`config.mk`:
```
export PLATFORM = sky130hd
export DESIGN_NAME = axil_native_bridge
export DESIGN_NICKNAME = d
export VERILOG_FILES = /design/src/rtl/axil_native_bridge.sv
export SDC_FILE = /design/constraint.sdc
export NUM_CORES = 1
export LEC_CHECK = 0
export ABC_AREA = 1
export CAP_MARGIN = 20
export CORE_MARGIN = 4
export CORE_UTILIZATION = 40
export CTS_BUF_LIST = sky130_fd_sc_hd__clkbuf_8 sky130_fd_sc_hd__clkbuf_16
export CTS_CLUSTER_SIZE = 25
export DETAILED_ROUTE_END_ITERATION = 8
export GPL_ROUTABILITY_DRIVEN = 0
export PLACE_DENSITY = 0.78
export RECOVER_POWER = 100
export SLEW_MARGIN = 20
export SYNTH_ARGS = -nofsm -noshare
export SYNTH_HDL_FRONTEND = slang
export SYNTH_SLANG_ARGS = --single-unit
```
`constraint.sdc`:
```
create_clock -name AXI_ACLK -period 1.6 [get_ports AXI_ACLK]
set_clock_uncertainty 0.15 [all_clocks]
set_input_delay 0.16 -clock AXI_ACLK [delete_from_list [all_inputs] [get_ports AXI_ACLK]]
set_output_delay 0.16 -clock AXI_ACLK [all_outputs]
set_load 0.02 [all_outputs]
```
`src/rtl/axil_native_bridge.sv`:
```
// axil_native_bridge
//   AXI4-Lite slave to native register-bus bridge. The write engine and the
//   read engine are independent and can run at the same time. AW and W can
//   arrive in either order, and byte strobes pass straight through. Each
//   native access carries a timeout, so an AXI response is always issued,
//   even when the native slave never answers.
//
// Ports
//   AXI_ACLK, AXI_ARESETN              clock, async active-low reset
//   AXI_AW*/W*/B*                      AXI4-Lite write address/data/response
//   AXI_AR*/R*                         AXI4-Lite read address/data
//   WEN, WADDR, WDATA, WSTRB           native write request + payload
//   WACK, WERR                         native write acknowledge / error
//   REN, RADDR                         native read request + address
//   RDATA, RVALID, RERR                native read data / valid / error
module axil_native_bridge #(
    parameter int DATA_WIDTH     = 32,
    parameter int ADDR_WIDTH     = 32,
    parameter int TIMEOUT_CYCLES = 16
) (
    input  logic                    AXI_ACLK,
    input  logic                    AXI_ARESETN,
    input  logic [ADDR_WIDTH-1:0]   AXI_AWADDR,
    input  logic [2:0]              AXI_AWPROT,
    input  logic                    AXI_AWVALID,
    output logic                    AXI_AWREADY,
    input  logic [DATA_WIDTH-1:0]   AXI_WDATA,
    input  logic [DATA_WIDTH/8-1:0] AXI_WSTRB,
    input  logic                    AXI_WVALID,
    output logic                    AXI_WREADY,
    output logic [1:0]              AXI_BRESP,
    output logic                    AXI_BVALID,
    input  logic                    AXI_BREADY,
    input  logic [ADDR_WIDTH-1:0]   AXI_ARADDR,
    input  logic [2:0]              AXI_ARPROT,
    input  logic                    AXI_ARVALID,
    output logic                    AXI_ARREADY,
    output logic [DATA_WIDTH-1:0]   AXI_RDATA,
    output logic [1:0]              AXI_RRESP,
    output logic                    AXI_RVALID,
    input  logic                    AXI_RREADY,
    output logic                    WEN,
    output logic [ADDR_WIDTH-1:0]   WADDR,
    output logic [DATA_WIDTH-1:0]   WDATA,
    output logic [DATA_WIDTH/8-1:0] WSTRB,
    input  logic                    WACK,
    input  logic                    WERR,
    output logic                    REN,
    output logic [ADDR_WIDTH-1:0]   RADDR,
    input  logic [DATA_WIDTH-1:0]   RDATA,
    input  logic                    RVALID,
    input  logic                    RERR
);
    localparam int CW = (TIMEOUT_CYCLES > 1) ? $clog2(TIMEOUT_CYCLES) : 1;
    localparam logic [CW-1:0] TO_LAST = CW'((TIMEOUT_CYCLES > 0) ? TIMEOUT_CYCLES - 1 : 0);
    localparam bit TO_EN = (TIMEOUT_CYCLES > 0);

    typedef enum logic [1:0] {W_COLLECT, W_NATIVE, W_RESP} wstate_t;
    typedef enum logic [1:0] {R_IDLE, R_NATIVE, R_RESP} rstate_t;

    wstate_t w_state, w_next;
    rstate_t r_state, r_next;
    logic    alive;
    logic    aw_held, w_held;
    logic    [CW-1:0] w_cnt, r_cnt;
    logic    aw_hs, w_hs, ar_hs, w_to, r_to;

    logic unused_prot;
    assign unused_prot = ^{AXI_AWPROT, AXI_ARPROT};

    // The ready outputs stay low until one clock edge after reset release.
    // This keeps the release synchronous, even though all of the state
    // below is cleared asynchronously.
    always_ff @(posedge AXI_ACLK or negedge AXI_ARESETN)
        if (!AXI_ARESETN) alive <= 1'b0;
        else              alive <= 1'b1;

    // Every ready and valid output is decoded from registers only, so there
    // is no combinational path from a VALID input to a READY output.
    assign AXI_AWREADY = alive && (w_state == W_COLLECT) && !aw_held;
    assign AXI_WREADY  = alive && (w_state == W_COLLECT) && !w_held;
    assign AXI_ARREADY = alive && (r_state == R_IDLE);
    assign WEN         = (w_state == W_NATIVE);
    assign REN         = (r_state == R_NATIVE);
    assign AXI_BVALID  = (w_state == W_RESP);
    assign AXI_RVALID  = (r_state == R_RESP);

    assign aw_hs = AXI_AWVALID && AXI_AWREADY;
    assign w_hs  = AXI_WVALID && AXI_WREADY;
    assign ar_hs = AXI_ARVALID && AXI_ARREADY;
    // The timeout fires on the last allowed cycle, so a native access that
    // never gets an ack lasts exactly TIMEOUT_CYCLES cycles.
    assign w_to  = TO_EN && (w_cnt == TO_LAST);
    assign r_to  = TO_EN && (r_cnt == TO_LAST);

    always_ff @(posedge AXI_ACLK or negedge AXI_ARESETN)
        if (!AXI_ARESETN) begin
            w_state <= W_COLLECT;
            r_state <= R_IDLE;
        end else begin
            w_state <= w_next;
            r_state <= r_next;
        end

    always_comb begin
        w_next = w_state;
        case (w_state)
            W_COLLECT: if ((aw_held || aw_hs) && (w_held || w_hs)) w_next = W_NATIVE;
            W_NATIVE:  if (WACK || w_to) w_next = W_RESP;
            W_RESP:    if (AXI_BREADY) w_next = W_COLLECT;
            default:   w_next = W_COLLECT;
        endcase
    end

    always_comb begin
        r_next = r_state;
        case (r_state)
            R_IDLE:   if (ar_hs) r_next = R_NATIVE;
            R_NATIVE: if (RVALID || r_to) r_next = R_RESP;
            R_RESP:   if (AXI_RREADY) r_next = R_IDLE;
            default:  r_next = R_IDLE;
        endcase
    end

    // Write datapath: address and data are captured separately, then
    // released together to the native side.
    always_ff @(posedge AXI_ACLK or negedge AXI_ARESETN)
        if (!AXI_ARESETN) begin
            aw_held   <= 1'b0;
            w_held    <= 1'b0;
            WADDR     <= '0;
            WDATA     <= '0;
            WSTRB     <= '0;
            AXI_BRESP <= 2'b00;
            w_cnt     <= '0;
        end else begin
            if (aw_hs) begin
                aw_held <= 1'b1;
                WADDR   <= AXI_AWADDR;
            end
            if (w_hs) begin
                w_held <= 1'b1;
                WDATA  <= AXI_WDATA;
                WSTRB  <= AXI_WSTRB;
            end
            if (w_state == W_NATIVE) begin
                w_cnt <= w_cnt + 1'b1;
                if (WACK)      AXI_BRESP <= WERR ? 2'b10 : 2'b00;
                else if (w_to) AXI_BRESP <= 2'b10;
            end else begin
                w_cnt <= '0;
            end
            if ((w_state == W_RESP) && AXI_BREADY) begin
                aw_held <= 1'b0;
                w_held  <= 1'b0;
            end
        end

    always_ff @(posedge AXI_ACLK or negedge AXI_ARESETN)
        if (!AXI_ARESETN) begin
            RADDR     <= '0;
            AXI_RDATA <= '0;
            AXI_RRESP <= 2'b00;
            r_cnt     <= '0;
        end else begin
            if (ar_hs) RADDR <= AXI_ARADDR;
            if (r_state == R_NATIVE) begin
                r_cnt <= r_cnt + 1'b1;
                if (RVALID) begin
                    AXI_RDATA <= RDATA;
                    AXI_RRESP <= RERR ? 2'b10 : 2'b00;
                end else if (r_to) begin
                    AXI_RDATA <= '0;
                    AXI_RRESP <= 2'b10;
                end
            end else begin
                r_cnt <= '0;
            end
        end

endmodule
```
==> impl_metrics.ini <==
[pwr]
seqPwrFrac_pct = 34.7
p_comb_share_pct = 42.2
p_leak_nw = 5.24
powerDensity_nw_per_um2 = 1810
power_switching_mw = 6.81
total_power_mw = 17.9
p_clk_share_pct = 23.1
p_int_mw = 11.0
vdd_drop_max_mv = 1.23
swShare_pct = 38.2

[setup_path]
crit_top_cell = nor2_4
crit_path_top_delay_cell = dfrtp_1
path_max_fanout = 2
r2r_end = WADDR[21]
worstSetupPathType = reg2out
critPathLaunchType = flip-flop
cp.depth = 6
endpoint_kind = output pin
crit_end = AXI_WREADY
crit_required_ns = 1.29
arrival_ns = 1.47
r2r_slack_ns = -0.05
r2r-start = w_state[1]
cp_cell_sequence = nor2_4, nand2_2, buf_6, nor2_4, buf_12, buf_8
max_stage_delay_ns = 0.41
crit_start = w_state[1]
reg2regPathDepth = 9
crit_family = flip-flops
cp_num_buf_inv = 3

[final_layout]
fin_util_pct = 68.2
seqCellArea_um2 = 3730
layout.nets = 1119
stdcell_count = 1162
fillers = 1168
final_layout_size_suffix_gt1_share_pct = 10.1
area_delta_synth_final_pct = 67.2
n_antenna_cell = 0
multiInputGateArea_um2 = 1970
design_area_um2 = 9870

[clock_network]
clk_latency_ns = 0.42
root_buffer = clkbuf_16
cts_buffer_depth = 2
clkTransAtPathRegs_ns = 0.06
cts_buffers = 17
clock-sinks = 149
htree_num_levels = 4
cts_tree = yes

[floorplan]
io_pins = 292
die_height_um = 129
coreArea_um2 = 14500
die_w_um = 129
die_area_um2 = 16800
rows = 44
initial_utilization_pct = 40.8

[sta]
slew_viol_final = 0
finalCritPeriodShare_pct = 111
setup_violations = 34
max_slew_margin_pct = 49.7
fmax_ghz = 0.561
rsz0062_at_grt = true
timing.final.ws_setup_ns = -0.183
whs_ns = 0.122
min_period_ns = 1.78
finalHoldViolCount = 0
tightest_slew_ns = 0.754

[synthesis]
ys_warn_count = 0
postSynthAreaPerCell_um2 = 9.02
synth_async_sr_flop_share_pct = 100
netlist_area_um2 = 5900
synthTopCellsByArea = dfrtp_1, nand2_1, nand3_1
synth_seq_cells = 149
yosysTopAreaCell = dfrtp_1
synth_common_cells = nand2_1, dfrtp_1, nand3_1
yosysMostFrequentCell = nand2_1
ys_types = 23
synth_edf_count = 0
synth.top_cell.area_share_pct = 63.2
seq_area_frac_synth_pct = 63.2
postSynthCellCount = 654
synth_flop_cell = dfrtp_1

[placement]
dp_hpwl_mm = 12.5
placed_cells = 1113
io_buffers = 283
postPlaceCellArea_um2 = 9110

[status]
violations = negative setup slack
status = complete, but fails checks

[detailed_routing]
firstDrtPassIters = 4
vias_per_cell = 4.80
wirelength_mm = 18.5
drt_iter0_drc = 372
wl_per_cell_um = 15.9
vias = 5577
detail-route-antenna-nets = 0
drc_errors = 0

[min_path]
min_path_type = in2reg

[global_route]
grtUsageTotal_pct = 21.2
grt_max_degree = 46
grt_overflow = 0
antenna_found_initial = 0
grt_pass1_wl_mm = 27.9
grt_pass1_vias = 5452

[flow_run]
maxCapViolations = 0
[layer usage]
metal  track usage [%]  share of wire, %
met1              25.6                39
met2              35.9                52
met3              7.34               7.3
met4              6.97               2.1
met5                 0                 0
[final cells by class]
type | instances | share of cell area (%)
inverters | 14 | 0.533
clock inverters | 11 | 1.65
well taps | 184 | 2.33
clock buffers | 18 | 4.45
multi-input cells | 453 | 19.9
flip-flops and latches | 149 | 37.8
repair buffers | 333 | 33.3
[flip-flops by register name (all words and copies together) (netlist names)]
name	flops
w_state	2
w_cnt	4
RADDR	32
w_held	1
WDATA	32
AXI_RDATA	32
r_cnt	4
AXI_BRESP	1
WADDR	32
aw_held	1
r_state	2
alive	1
WSTRB	4
AXI_RRESP	1
[tightest hold or removal path: stages]
cell	delay, ns
clkdlybuf4s50_1	0.39
nand2_1	0.06
nand2_1	0.04
[power by group through the flow]
stage          Combinational (mW)  Clock [mW]  Sequential (mW)
2_1_floorplan                1.92           0             8.09
3_3_place_gp                 8.03           0             6.21
3_5_place_dp                 8.18           0             6.26
4_1_cts                      7.47        4.19             6.18
5_1_grt                      8.15        4.37             6.37
6_report                     7.54        4.13             6.19
[metrics by stage]
stage               setup WS, ns  setup TNS, ns
floorplan                  0.157              0
global placement         -0.0269        -0.0352
detailed placement       -0.0458        -0.0839
CTS                       -0.215         -0.816
global route              -0.264          -6.81
finish                    -0.183         -0.935
[how the worst min path moves through the flow]
stage	depth (start not counted)	from	slack, ns	end
after floorplan	0	AXI_ARESETN	-0.29	AXI_BRESP[1]
after global placement	1	AXI_ARESETN	-0.09	WDATA[19]
final	3	RDATA[8]	0.12	AXI_RDATA[8]
after global routing	3	RDATA[8]	0.1	AXI_RDATA[8]
after detailed placement	1	AXI_ARESETN	-0.09	WDATA[21]
after CTS	2	AXI_ARESETN	0.03	WDATA[21]
[timing repair]
item / 4_1_cts / 5_1_grt
gates resized for setup: 177 / 29
pin swaps: 4 / 4
setup endpoints to repair: 148 / 115
hold buffers: 1 / 0
buffers inserted: 8 / 4
cloned: 3 / 5
hold endpoints to repair: 149 / 0
[placed cells by master, fill, tap and decap left out, drive strengths merged, types with 5 or more instances in the layout]
cell           netlist  routed
a21oi                5       5
buf                 27      46
clkbuf              12      29
clkdlybuf4s50        0     141
dfrtp              149     149
dlygate4sd2          0     134
inv                 14      16
nand2              312     312
nand3              105     105
nor2                14      14
o21ai                7       7
[kinds of logic after synthesis]
| logic type | share of synthesized area (%) |
|---|---|
| AO/OA/AOI/OAI | 1.27 |
| adder cells (fa/ha/maj) | 0.424 |
| buffers and inverters | 4.26 |
| flip-flops | 63.2 |
| other | 0.127 |
| AND/OR/NAND/NOR | 30.7 |
Power figures use the tool's default switching activity.
